===== src/rtl/eth_rx_parser.sv =====
// ----------------------------------------------------------------------------
// eth_rx_parser
//
// GMII receive-side frame parser. Tracks preamble/SFD, then runs over the frame
// body (destination MAC through FCS) checking the destination address, capturing
// the source MAC and EtherType, counting bytes and checking the CRC-32 residue.
// When rx_dv drops at the end of the body the frame is judged and either a
// good-frame pulse (only for frames addressed to this station or broadcast) or
// an error pulse is issued on the following cycle.
//
// Ports:
//   rx_clk        in   receive byte clock, rising edge
//   rst_n         in   synchronous active-low reset
//   rx_dv         in   GMII receive data valid
//   rxd[7:0]      in   GMII receive byte
//   ip_pkt_end    out  one-cycle pulse: good frame for this station ended
//   ip_prot_type  out  EtherType of current/last frame (byte 12 in [15:8])
//   src_mac       out  source MAC of current/last frame (byte 6 in [47:40])
//   frame_err     out  one-cycle pulse: frame dropped (CRC, length, bad SFD)
// ----------------------------------------------------------------------------
module eth_rx_parser #(
    parameter logic [47:0] LOCAL_MAC = 48'h000a35028846,
    parameter int unsigned MIN_LEN   = 64,
    parameter int unsigned MAX_LEN   = 1518
) (
    input  logic        rx_clk,
    input  logic        rst_n,
    input  logic        rx_dv,
    input  logic [7:0]  rxd,
    output logic        ip_pkt_end,
    output logic [15:0] ip_prot_type,
    output logic [47:0] src_mac,
    output logic        frame_err
);

    localparam logic [10:0] MinLen     = 11'(MIN_LEN);
    localparam logic [10:0] MaxLen     = 11'(MAX_LEN);
    localparam logic [10:0] CntMax     = 11'h7ff;
    localparam logic [31:0] CrcInit    = 32'hffffffff;
    localparam logic [31:0] CrcResidue = 32'hc704dd7b;
    localparam logic [7:0]  Preamble   = 8'h55;
    localparam logic [7:0]  Sfd        = 8'hd5;
    localparam logic [2:0]  MaxPreCnt  = 3'd7;

    typedef enum logic [1:0] {
        StIdle,
        StPreamble,
        StBody,
        StDrop
    } state_e;

    state_e      state_q;
    logic [2:0]  pre_cnt_q;
    logic [10:0] byte_cnt_q;
    logic [31:0] crc_q;
    logic        local_hit_q;
    logic        bcast_hit_q;
    logic        abort_q;
    logic        ip_pkt_end_q;
    logic        frame_err_q;
    logic [15:0] prot_q;
    logic [47:0] src_q;

    // CRC-32, polynomial 0x04C11DB7. Data bits enter LSB first (reflected input)
    // while the register shifts MSB first, so the register holds the bit-reversed
    // form of the classic reflected CRC and the good-frame residue is C704DD7B.
    function automatic logic [31:0] crc32_byte(input logic [31:0] crc, input logic [7:0] d);
        logic [31:0] c;
        c = crc;
        for (int i = 0; i < 8; i++) begin
            if (c[31] ^ d[i]) begin
                c = {c[30:0], 1'b0} ^ 32'h04c11db7;
            end else begin
                c = {c[30:0], 1'b0};
            end
        end
        return c;
    endfunction

    logic [7:0]  local_byte;
    logic [10:0] byte_cnt_inc;
    logic        len_ok;
    logic        crc_ok;
    logic        frame_good;
    logic        dst_ok;

    // Byte of LOCAL_MAC expected at the current destination position.
    always_comb begin
        local_byte = 8'h00;
        case (byte_cnt_q)
            11'd0:   local_byte = LOCAL_MAC[47:40];
            11'd1:   local_byte = LOCAL_MAC[39:32];
            11'd2:   local_byte = LOCAL_MAC[31:24];
            11'd3:   local_byte = LOCAL_MAC[23:16];
            11'd4:   local_byte = LOCAL_MAC[15:8];
            11'd5:   local_byte = LOCAL_MAC[7:0];
            default: local_byte = 8'h00;
        endcase
    end

    always_comb begin
        byte_cnt_inc = (byte_cnt_q == CntMax) ? byte_cnt_q : byte_cnt_q + 11'd1;
        len_ok       = (byte_cnt_q >= MinLen) && (byte_cnt_q <= MaxLen);
        crc_ok       = (crc_q == CrcResidue);
        frame_good   = crc_ok && len_ok;
        // Hit flags start set at SFD, so a full destination must have been seen.
        dst_ok       = (local_hit_q || bcast_hit_q) && (byte_cnt_q >= 11'd6);
    end

    always_ff @(posedge rx_clk) begin
        if (!rst_n) begin
            state_q      <= StIdle;
            pre_cnt_q    <= 3'd0;
            byte_cnt_q   <= 11'd0;
            crc_q        <= CrcInit;
            local_hit_q  <= 1'b0;
            bcast_hit_q  <= 1'b0;
            // A frame interrupted by reset must be skipped until rx_dv falls.
            abort_q      <= 1'b1;
            ip_pkt_end_q <= 1'b0;
            frame_err_q  <= 1'b0;
            prot_q       <= 16'h0000;
            src_q        <= 48'h0;
        end else begin
            ip_pkt_end_q <= 1'b0;
            frame_err_q  <= 1'b0;
            if (!rx_dv) begin
                abort_q <= 1'b0;
            end

            case (state_q)
                StIdle: begin
                    if (rx_dv) begin
                        if (rxd == Preamble && !abort_q) begin
                            state_q   <= StPreamble;
                            pre_cnt_q <= 3'd1;
                        end else begin
                            state_q <= StDrop;
                        end
                    end
                end

                StPreamble: begin
                    if (!rx_dv) begin
                        state_q <= StIdle;
                    end else if (rxd == Preamble) begin
                        if (pre_cnt_q == MaxPreCnt) begin
                            state_q     <= StDrop;
                            frame_err_q <= 1'b1;
                        end else begin
                            pre_cnt_q <= pre_cnt_q + 3'd1;
                        end
                    end else if (rxd == Sfd) begin
                        state_q     <= StBody;
                        byte_cnt_q  <= 11'd0;
                        crc_q       <= CrcInit;
                        local_hit_q <= 1'b1;
                        bcast_hit_q <= 1'b1;
                    end else begin
                        state_q     <= StDrop;
                        frame_err_q <= 1'b1;
                    end
                end

                StBody: begin
                    if (rx_dv) begin
                        byte_cnt_q <= byte_cnt_inc;
                        crc_q      <= crc32_byte(crc_q, rxd);
                        if (byte_cnt_q < 11'd6) begin
                            if (rxd != local_byte) begin
                                local_hit_q <= 1'b0;
                            end
                            if (rxd != 8'hff) begin
                                bcast_hit_q <= 1'b0;
                            end
                        end
                        if (byte_cnt_q >= 11'd6 && byte_cnt_q < 11'd12) begin
                            src_q <= {src_q[39:0], rxd};
                        end
                        if (byte_cnt_q >= 11'd12 && byte_cnt_q < 11'd14) begin
                            prot_q <= {prot_q[7:0], rxd};
                        end
                    end else begin
                        // End of frame: judge with the registers covering every byte.
                        state_q <= StIdle;
                        if (frame_good) begin
                            ip_pkt_end_q <= dst_ok;
                        end else begin
                            frame_err_q <= 1'b1;
                        end
                    end
                end

                StDrop: begin
                    if (!rx_dv) begin
                        state_q <= StIdle;
                    end
                end

                default: state_q <= StIdle;
            endcase
        end
    end

    assign ip_pkt_end   = ip_pkt_end_q;
    assign frame_err    = frame_err_q;
    assign ip_prot_type = prot_q;
    assign src_mac      = src_q;

endmodule


===== config.mk =====
export PLATFORM = sky130hd
export DESIGN_NAME = eth_rx_parser
export DESIGN_NICKNAME = d
export VERILOG_FILES = /design/src/rtl/eth_rx_parser.sv
export SDC_FILE = /design/constraint.sdc
export NUM_CORES = 1
export LEC_CHECK = 0
export BUFFER_PORTS_ARGS = -buffer_cell sky130_fd_sc_hd__buf_2
export CAP_MARGIN = 20
export CORE_MARGIN = 2
export CORE_UTILIZATION = 40
export DETAILED_ROUTE_END_ITERATION = 16
export GPL_TIMING_DRIVEN = 0
export HOLD_SLACK_MARGIN = 0.08
export PLACE_DENSITY = 0.67
export SLEW_MARGIN = 10
export SYNTH_ARGS = -nofsm -noshare
export SYNTH_HDL_FRONTEND = slang
export SYNTH_SLANG_ARGS = --single-unit

===== constraint.sdc =====
create_clock -name rx_clk -period 2.4 [get_ports rx_clk]
set_clock_uncertainty 0.1 [all_clocks]
set_input_delay 0.12 -clock rx_clk [delete_from_list [all_inputs] [get_ports rx_clk]]
set_output_delay 0.12 -clock rx_clk [all_outputs]
set_load 0.1 [all_outputs]

==> results.txt, run 1 <==
status = finished, final reports clean
worst-skew pair later-pin latency = 0.42 ns
gr usage total = 0.195
Max Freq = 428 MHz
period utilization = 0.973
Core Region = 0.0144 mm^2
clock sink total = 117
CP required = 2.59 ns
P&R area growth vs syn = 24.3%
Hold WC Path Type = primary input to register
detailed-route via count = 5013
Worst Path Max Fanout = 8
Avg Inst Size Synth = 8.84 um^2
drt initial violations = 304
measured slew at the worst slew-check pin = 0.689 ns
hpwl dp = 10400 um
maximum vdd ir drop = 0.501 mV
Boundary Pins = 77
Pwr per Cell Area = 742 mW/mm^2
Ant. Diodes = 0
endpoints failing setup = 0
vias per cell = 5.25
Final #Nets = 778
endpoints failing hold = 0
layout cells sized above 1 = 0.200
hold_ws = 0.133 ns
total global routing overflow = 0
P_leak = 2.95 nW
number of synthesized register bits = 117
number of synthesized flops with an enable pin = 0
WL per Instance = 15.7 um
Netlist cell types = 58
initial antenna violation count = 0
Setup crit end kind = register
IO Port Bufs = 70
final wirelength = 15000 um
Pre-antenna DRT Iters = 5
Slew Limit Fails = 0
Routed Antenna Nets = 0
Clock Pin Slew Worst Setup and Hold Paths = 0.06 ns
largest net degree at the start of global routing = 17
MaxCap Viol Count = 0
Final Wtd Congestion = 0.853
CP arrival = 2.52 ns
H-tree level count = 4
die area = 0.0155 mm^2
relative slew slack = 0.537
first-pass GRT wire length = 24500 um
ys flop type = dfxtp_1
CTS buffer count = 17
CTS max path bufs = 2
CTS tree = built
Mapped Area = 0.00582 mm^2
num rows = 44
Die Y = 125 um
DRC violations left = 0
fin util = 0.504
cells after synthesis = 659
clk root buf = clkbuf_16
minimum clock period after layout = 2.33 ns
ys async rst share = 0
die width = 125 um
Yosys warning count = 0
CP Class = register to register
sequential area share after synthesis = 0.402
Initial Utilization = 0.405
Syn Nets = 679
startpoint types = register
vias in the first global route = 4642
[synthesized netlist by cell type (3+ instances only)]
cell | number | share of area
mux2i_1 | 19 | 0.033
inv_1 | 10 | 0.0064
nand2_1 | 134 | 0.086
nand4_1 | 14 | 0.015
nand2b_1 | 4 | 0.0043
a211oi_1 | 3 | 0.0039
xnor2_2 | 6 | 0.017
nor3_1 | 7 | 0.0060
a21oi_1 | 72 | 0.062
buf_2 | 8 | 0.0069
nor4_1 | 3 | 0.0032
xor2_2 | 3 | 0.0084
clkbuf_1 | 37 | 0.024
a211o_1 | 11 | 0.017
and3_1 | 11 | 0.012
dfxtp_1 | 117 | 0.40
ha_1 | 9 | 0.019
o22ai_1 | 11 | 0.012
xnor2_1 | 27 | 0.041
nor2_1 | 41 | 0.026
nor3b_1 | 4 | 0.0052
a41oi_1 | 4 | 0.0060
xnor3_1 | 12 | 0.046
a2111oi_0 | 3 | 0.0045
o21ai_0 | 9 | 0.0077
nand3_1 | 11 | 0.0095
xor3_1 | 5 | 0.020
o211ai_1 | 7 | 0.0090
xor2_1 | 21 | 0.032
[flip-flops by register name, summed over array words and instances (netlist names)]
name / flops
ip_pkt_end: 1
byte_cnt_q: 11
abort_q: 1
crc_q: 32
pre_cnt_q: 3
ip_prot_type: 16
local_hit_q: 1
bcast_hit_q: 1
frame_err: 1
src_mac: 48
state_q: 2
[final timing paths]
kind	start	end	slack, ns	cells past startpoint
hold / removal	rxd[7]	src_mac[7]	0.13	4
setup / recovery	byte_cnt_q[5]	ip_prot_type[8]	0.07	8
setup reg to reg	byte_cnt_q[5]	ip_prot_type[8]	0.07	8
hold reg to reg	src_mac[40]	src_mac[40]	0.35	2
[timing repair]
item / in CTS / in global routing
pin swaps: 1 / 1
cloned: 0 / 1
hold buffers: 9 / 0
endpoints found under the setup margin: 60 / 82
hold endpoints to repair: 18 / 0
resized for setup: 13 / 29
setup buffers: 3 / 1
[worst max-delay path, cell delays in order, from the launching register on]
cell,delay (ns)
dfxtp_1,0.30
buf_6,0.13
or4_4,0.50
or3_4,0.42
nor3_4,0.21
buf_12,0.15
clkbuf_16,0.14
mux2i_1,0.19
nor2_1,0.06
[layout by cell type (no fill, tap or decap), drive strengths merged, types with 3 or more instances in the layout]
master       synthesis  routed
a41oi                4       4
nor4                 3       3
clkbuf              37      49
or4                  3       3
o21ai               10      10
dfxtp              117     117
o22ai               11      11
buf                 11      87
xor2                24      24
xnor2               33      33
nand3               11      11
nor3                 8       8
a2111oi              3       3
nand4               14      14
and3                11      11
nand2              134     134
xor3                 5       5
mux2i               19      19
ha                   9       9
a211oi               3       3
or3                  3       3
xnor3               12      12
a211o               11      11
inv                 10      13
clkinvlp             0       4
o211ai               7       7
clkinv               0       6
nor3b                4       4
nand2b               4       4
a21oi               72      72
nor2                41      41
dlygate4sd3          0       9
[layer usage]
layer	part of all wire	up-vias	GRT usage
met2	0.46	149	0.305
met4	0.021	0	0.0641
met1	0.47	2354	0.269
met5	0	-	0
li1	-	2485	-
met3	0.054	25	0.0421
[through the flow]
step / setup TNS [ns] / cell area, um^2 / total power, mW / setup slack [ns] / cells
after floorplan: 0 / 5820 / 2.72 / 0.0804 / 659
after global placement: -11.89 / 6400 / 2.89 / -0.422 / 913
after detailed placement: -11.28 / 6400 / 2.89 / -0.459 / 913
after CTS: 0 / 7120 / 5.38 / 0.00488 / 956
after global routing: -0.0188 / 7240 / 5.56 / -0.0177 / 955
final: 0 / 7240 / 5.37 / 0.0655 / 955
[cell type report]
type,instances,area (um^2)
clock buffers,17,425
plain buffers,44,241
multi-input cells,484,3300
clock inverters,15,154
inverters,10,37.5
repair buffers,84,508
fillers,1343,7130
flip-flops and latches,117,2340
well taps,184,230
[where the power goes]
part / switching [mW] / internal, mW / total [mW]
Clock: 0.954 / 1.53 / 2.48
Combinational: 0.438 / 0.433 / 0.871
Sequential: 0.0398 / 1.98 / 2.02
[logic make-up after synthesis]
logic type / Yosys count / synth area share
multiplexers: 19 / 0.0327
flip-flops: 117 / 0.402
AO/OA/AOI/OAI: 130 / 0.136
buffers and inverters: 58 / 0.0438
XOR/XNOR: 74 / 0.164
adder cells (fa/ha/maj): 9 / 0.0193
AND/OR/NAND/NOR: 252 / 0.202
Power figures use the tool's default switching activity.
==> inputs of run 2 (changes only) <==
--- a/config.mk
+++ b/config.mk
@@ -7,12 +7,15 @@
 export LEC_CHECK = 0
 export BUFFER_PORTS_ARGS = -buffer_cell sky130_fd_sc_hd__buf_2
 export CAP_MARGIN = 20
+export CELL_PAD_IN_SITES_DETAIL_PLACEMENT = 0
+export CELL_PAD_IN_SITES_GLOBAL_PLACEMENT = 1
 export CORE_MARGIN = 2
 export CORE_UTILIZATION = 40
 export DETAILED_ROUTE_END_ITERATION = 16
 export GPL_TIMING_DRIVEN = 0
 export HOLD_SLACK_MARGIN = 0.08
-export PLACE_DENSITY = 0.67
+export PLACE_DENSITY = 0.83
+export SETUP_SLACK_MARGIN = 0.2
 export SLEW_MARGIN = 10
 export SYNTH_ARGS = -nofsm -noshare
 export SYNTH_HDL_FRONTEND = slang
==> results.txt, run 2 (synthesis gave the netlist of run 1 again) <==
status = finished, final reports clean (unchanged)
Final #Nets = 804 (was 778)
biggest cell delay along the critical path = 0.51 ns (was 0.50 ns)
P&R area growth vs syn = 39.8% (was 24.3%)
hpwl dp = 11100 um (was 10400 um)
CTS buffer count = 17 (unchanged)
initial antenna violation count = 0 (unchanged)
Initial Utilization = 0.405 (unchanged)
Post-Place Cell Area = 0.00641 mm^2 (was 0.00640 mm^2)
footprint of the multi-input gates = 0.00378 mm^2 (was 0.00330 mm^2)
Pwr per Cell Area = 665 mW/mm^2 (was 742 mW/mm^2)
Pre-antenna DRT Iters = 7 (was 5)
largest net degree at the start of global routing = 17 (unchanged)
Ant. Diodes = 0 (unchanged)
gr usage total = 0.209 (was 0.195)
most common cell after layout, fill and taps aside = dfxtp_1 (was nand2_1)
detailed-route via count = 5390 (was 5013)
Worst Path Max Fanout = 5 (was 8)
minimum clock period after layout = 2.25 ns (was 2.33 ns)
CTS tree = built (unchanged)
clk root buf = clkbuf_16 (unchanged)
post-route design area = 0.00814 mm^2 (was 0.00724 mm^2)
drt initial violations = 474 (was 304)
IO Port Bufs = 70 (unchanged)
number of flip-flops in the largest register = 48 (unchanged)
worst-skew pair later-pin latency = 0.43 ns (was 0.42 ns)
Routed Antenna Nets = 0 (unchanged)
family with the most delay on the worst path = simple AND/OR/NAND/NOR gates (unchanged)
hold path startpoint = rxd[0] (was rxd[7])
measured slew at the worst slew-check pin = 0.709 ns (was 0.689 ns)
Die Y = 125 um (unchanged)
P_leak = 3.61 nW (was 2.95 nW)
Core Region = 0.0144 mm^2 (unchanged)
Setup crit end kind = register (unchanged)
endpoints failing hold = 0 (unchanged)
die area = 0.0155 mm^2 (unchanged)
RSZ-0062 raised after global routing = yes
leading cell types in the layout, fill and taps excluded = 110 x dfxtp_1, 99 x nand2_1, 76 x buf_2, 41 x nor2_1, 38 x a21oi_2 (was 134 x nand2_1, 116 x dfxtp_1, 77 x buf_2, 71 x a21oi_1, 41 x nor2_1)
clock sink total = 117 (unchanged)
endpoints failing setup = 0 (unchanged)
setup tns final = 0 ns (unchanged)
# fillers = 1177 (was 1343)
Reg2Reg Launch Point = byte_cnt_q[5] (unchanged)
total global routing overflow = 0 (unchanged)
CP required = 2.60 ns (was 2.59 ns)
vias in the first global route = 5121 (was 4642)
DRC violations left = 0 (unchanged)
vias per cell = 5.49 (was 5.25)
Slew Limit Fails = 0 (unchanged)
fin util = 0.567 (was 0.504)
layout cells sized above 1 = 0.336 (was 0.200)
Worst Setup SP = byte_cnt_q[5] (unchanged)
dpl ws = -0.335 ns (was -0.459 ns)
MaxCap Viol Count = 0 (unchanged)
Worst Path Buf+Inv = 3 (unchanged)
WL per Instance = 17.8 um (was 15.7 um)
die width = 125 um (unchanged)
register area = 0.00235 mm^2 (was 0.00234 mm^2)
Hold WC Path Type = primary input to register (unchanged)
Boundary Pins = 77 (unchanged)
CP arrival = 2.45 ns (was 2.52 ns)
maximum vdd ir drop = 0.551 mV (was 0.501 mV)
CTS max path bufs = 2 (unchanged)
first-pass GRT wire length = 26000 um (was 24500 um)
Clock Pin Slew Worst Setup and Hold Paths = 0.06 ns (about the same)
period utilization = 0.938 (was 0.973)
Tot Pwr = 5.42 mW (was 5.37 mW)
relative slew slack = 0.528 (was 0.537)
Slowest cell on crit path = or4_4 (unchanged)
final wirelength = 17500 um (was 15000 um)
CP Class = register to register (unchanged)
final setup margin = 0.149 ns (was 0.0655 ns)
startpoint types = register (unchanged)
Max Freq = 444 MHz (was 428 MHz)
num rows = 44 (unchanged)
H-tree level count = 4 (unchanged)
CP cell instances = buf_6 -> or4_4 -> or3_4 -> nor3_4 -> buf_12 -> clkbuf_16 -> mux2i_1 -> nor2_1 (unchanged)
Final Wtd Congestion = 0.862 (was 0.853)
-- run 2: cell count changes in the layout (fill, tap and decap cells not counted), sizes merged --
| cell | change |
|---|---|
| buf | +22 |
| bufinv | -1 |
| clkbuf | +7 |
| clkinv | -1 |
| dlygate4sd3 | -1 |
-- run 2: through the flow --
stage / instances / hold slack (ns)
6_report: 981 / 0.0896
5_1_grt: 981 / 0.123
2_1_floorplan: 659 / 0.156
3_3_place_gp: 913 / 0.338
3_5_place_dp: 913 / 0.346
4_1_cts: 964 / 0.0965
-- run 2: metal layers --
layer  up-vias  GRT usage  share of wire
met2       203      0.349           0.49
met4         0     0.0727          0.021
met3        37     0.0614          0.058
li1       2546          -              -
met1      2604      0.258           0.43
met5         -          0              0
-- run 2: area by class of cell --
| class | count | share of cell area |
|---|---|---|
| multi-input cells | 484 | 0.464 |
| flip-flops and latches | 117 | 0.289 |
| repair buffers | 106 | 0.0965 |
| plain buffers | 48 | 0.0478 |
| clock buffers | 19 | 0.0544 |
| clock inverters | 13 | 0.0155 |
| well taps | 184 | 0.0283 |
| inverters | 10 | 0.00461 |
-- run 2: worst paths after layout --
| check | slack (ns) | endpoint | cells after the start |
|---|---|---|---|
| worst max-delay path | 0.15 | ip_prot_type[6] | 8 |
| worst max register to register | 0.15 | ip_prot_type[6] | 8 |
| worst min register to register | 0.36 | src_mac[43] | 2 |
| worst min-delay path | 0.09 | src_mac[0] | 3 |
-- run 2: timing repair --
action	in CTS	in global routing
cloned	4	5
setup buffers	7	12
resized for setup	57	155
hold endpoints to repair	16	0
setup endpoints to repair	110	111
pin swaps	3	56
hold buffers	8	0
-- run 2: report_power, final --
group	leakage (nW)	switching [mW]	total, mW	internal (mW)
registers	0.948	0.0436	2.02	1.98
logic	2.40	0.479	0.959	0.480
clock network	0.267	0.974	2.43	1.46
total	3.61	1.50	5.42	3.92
-- run 2: worst reg2reg max path: cells and delay by family (launching register included) --
kind | cells | cell delay [ns]
AND/OR/NAND/NOR | 4 | 1.13
multiplexers | 1 | 0.17
flip-flops | 1 | 0.31
buffers and inverters | 3 | 0.42
==> inputs of run 3 (changes only) <==
--- a/config.mk
+++ b/config.mk
@@ -15,6 +15,7 @@
 export GPL_TIMING_DRIVEN = 0
 export HOLD_SLACK_MARGIN = 0.08
 export PLACE_DENSITY = 0.83
+export REMOVE_ABC_BUFFERS = 1
 export SETUP_SLACK_MARGIN = 0.2
 export SLEW_MARGIN = 10
 export SYNTH_ARGS = -nofsm -noshare
==> results.txt, run 3 (synthesis gave the netlist of run 1 again) <==
status = finished, final reports clean (unchanged)
R2R depth = 5 (was 8)
DRC violations left = 0 (unchanged)
Pre-antenna DRT Iters = 4 (was 7)
CP Class = register to register (unchanged)
Reg2Reg Launch Point = crc_q[30] (was byte_cnt_q[5])
total global routing overflow = 0 (unchanged)
switch share = 0.247 (was 0.276)
Post-Place Cell Area = 0.00634 mm^2 (was 0.00641 mm^2)
register share of total power = 0.362 (was 0.374)
placed insts = 875 (was 913)
internal power = 4.21 mW (was 3.92 mW)
hpwl dp = 9560 um (was 11100 um)
Final #Nets = 772 (was 804)
worst-skew pair later-pin latency = 0.43 ns (about the same)
layout cells sized above 1 = 0.268 (was 0.336)
Clk pwr share = 0.467 (was 0.449)
P_sw = 1.38 mW (was 1.50 mW)
most common cell after layout, fill and taps aside = nand2_1 (was dfxtp_1)
largest net degree at the start of global routing = 84 (was 17)
Core Region = 0.0144 mm^2 (unchanged)
measured slew at the worst slew-check pin = 1.10 ns (was 0.709 ns)
startpoint types = register (unchanged)
Worst Setup SP = crc_q[30] (was byte_cnt_q[5])
initial antenna violation count = 1 (was 0)
setup tns final = 0 ns (unchanged)
Pwr per Cell Area = 716 mW/mm^2 (was 665 mW/mm^2)
die width = 125 um (unchanged)
Setup crit end kind = register (unchanged)
CP required = 2.55 ns (was 2.60 ns)
minimum clock period after layout = 2.32 ns (was 2.25 ns)
Final Wtd Congestion = 0.809 (was 0.862)
Hold WC Path Type = primary input to register (unchanged)
number of flip-flops in the largest register = 48 (unchanged)
Max Freq = 432 MHz (was 444 MHz)
Initial Utilization = 0.405 (unchanged)
RSZ-0062 raised after global routing = yes (unchanged)
detailed-route via count = 5225 (was 5390)
H-tree level count = 4 (unchanged)
flop2flop setup slack = 0.08 ns (was 0.15 ns)
CTS buffer count = 17 (unchanged)
fin cells = 950 (was 981)
Boundary Pins = 77 (unchanged)
P&R area growth vs syn = 34.0% (was 39.8%)
num rows = 44 (unchanged)
CTS tree = built (unchanged)
maximum vdd ir drop = 0.603 mV (was 0.551 mV)
endpoints failing setup = 0 (unchanged)
P_leak = 3.21 nW (was 3.61 nW)
Routed Antenna Nets = 0 (unchanged)
power share of the combinational group = 0.171 (was 0.177)
vias in the first global route = 5046 (was 5121)
clock sink total = 117 (unchanged)
final wirelength = 16400 um (was 17500 um)
IO Port Bufs = 76 (was 70)
relative slew slack = 0.259 (was 0.528)
Worst Path Max Fanout = 5 (unchanged)
Clock Pin Slew Worst Setup and Hold Paths = 0.05 ns (was 0.06 ns)
post-route design area = 0.00780 mm^2 (was 0.00814 mm^2)
fin util = 0.543 (was 0.567)
reg2reg end = crc_q[12] (was ip_prot_type[6])
MaxCap Viol Count = 0 (unchanged)
Die Y = 125 um (unchanged)
WL per Instance = 17.3 um (was 17.8 um)
hold depth = 4 (was 3)
crit path capture = crc_q[12] (was ip_prot_type[6])
clk root buf = clkbuf_16 (unchanged)
CP arrival = 2.47 ns (was 2.45 ns)
CTS max path bufs = 2 (unchanged)
period utilization = 0.965 (was 0.938)
endpoints failing hold = 0 (unchanged)
vias per cell = 5.50 (was 5.49)
first-pass GRT wire length = 26000 um (about the same)
gr usage total = 0.210 (was 0.209)
Slew Limit Fails = 0 (unchanged)
Tot Pwr = 5.59 mW (was 5.42 mW)
leading cell types in the layout, fill and taps excluded = 125 x nand2_1, 108 x dfxtp_1, 76 x buf_2, 63 x a21oi_1, 41 x nor2_1 (was 110 x dfxtp_1, 99 x nand2_1, 76 x buf_2, 41 x nor2_1, 38 x a21oi_2)
drt initial violations = 459 (was 474)
die area = 0.0155 mm^2 (unchanged)
# fillers = 1266 (was 1177)
[run 3: cell types whose count changed in the layout (fill, tap and decap cells not counted), sizes merged, moves of 2 or more]
cell	change
bufinv	+2
clkbuf	-30
clkinvlp	-3
dlygate4sd3	+3
inv	-3
[run 3: routing by layer]
| metal | track usage | up-vias | wire length (um) |
|---|---|---|---|
| li1 | - | 2482 | - |
| met1 | 0.263 | 2506 | 6870 |
| met2 | 0.336 | 202 | 8000 |
| met3 | 0.0554 | 35 | 1140 |
| met4 | 0.0991 | 0 | 409 |
| met5 | 0 | - | 0 |
[run 3: layout make-up]
type,instances,area (um^2),share of cell area
flip-flops and latches,117,2360,0.302
multi-input cells,485,3550,0.455
repair buffers,121,1010,0.130
diodes,1,2.50,0.000321
clock buffers,24,492,0.0630
inverters,10,40.0,0.00513
clock inverters,8,121,0.0156
well taps,184,230,0.0295
[run 3: power by group through the flow]
stage / Clock, mW / Combinational, mW / Sequential, mW
floorplan: 0 / 0.645 / 2.05
global placement: 0 / 0.796 / 2.05
detailed placement: 0 / 0.824 / 2.06
CTS: 2.64 / 0.892 / 2.02
global route: 2.74 / 1.02 / 2.02
finish: 2.61 / 0.956 / 2.02
[run 3: worst min path at each step]
stage | end | start | slack (ns)
floorplan | abort_q | rst_n | 0.08
global placement | src_mac[42] | src_mac[42] | 0.34
detailed placement | abort_q | rx_dv | 0.35
CTS | local_hit_q | rxd[1] | 0.10
global route | ip_prot_type[7] | rxd[7] | 0.14
finish | local_hit_q | rxd[1] | 0.13
[run 3: what timing repair did]
action                                 CTS  global route
endpoints found under the hold margin   34             0
cloned                                   5             2
setup endpoints to repair              110            85
resized for setup                       33            45
setup buffers                           15             9
hold buffers                            11             0
pin swaps                                5            15
[run 3: stage by stage]
stage	setup slack, ns	hold slack, ns
CTS	0.136	0.103
global route	0.0629	0.135
floorplan	-0.923	0.0819
global placement	-2.01	0.338
detailed placement	-1.14	0.347
finish	0.0832	0.128
[run 3: worst max-delay path, cell delays in order, from the launching register on]
cell	delay [ns]
dfxtp_1	0.36
xnor2_2	0.55
xor3_1	0.58
xnor2_1	0.23
xor2_1	0.20
o211ai_1	0.12
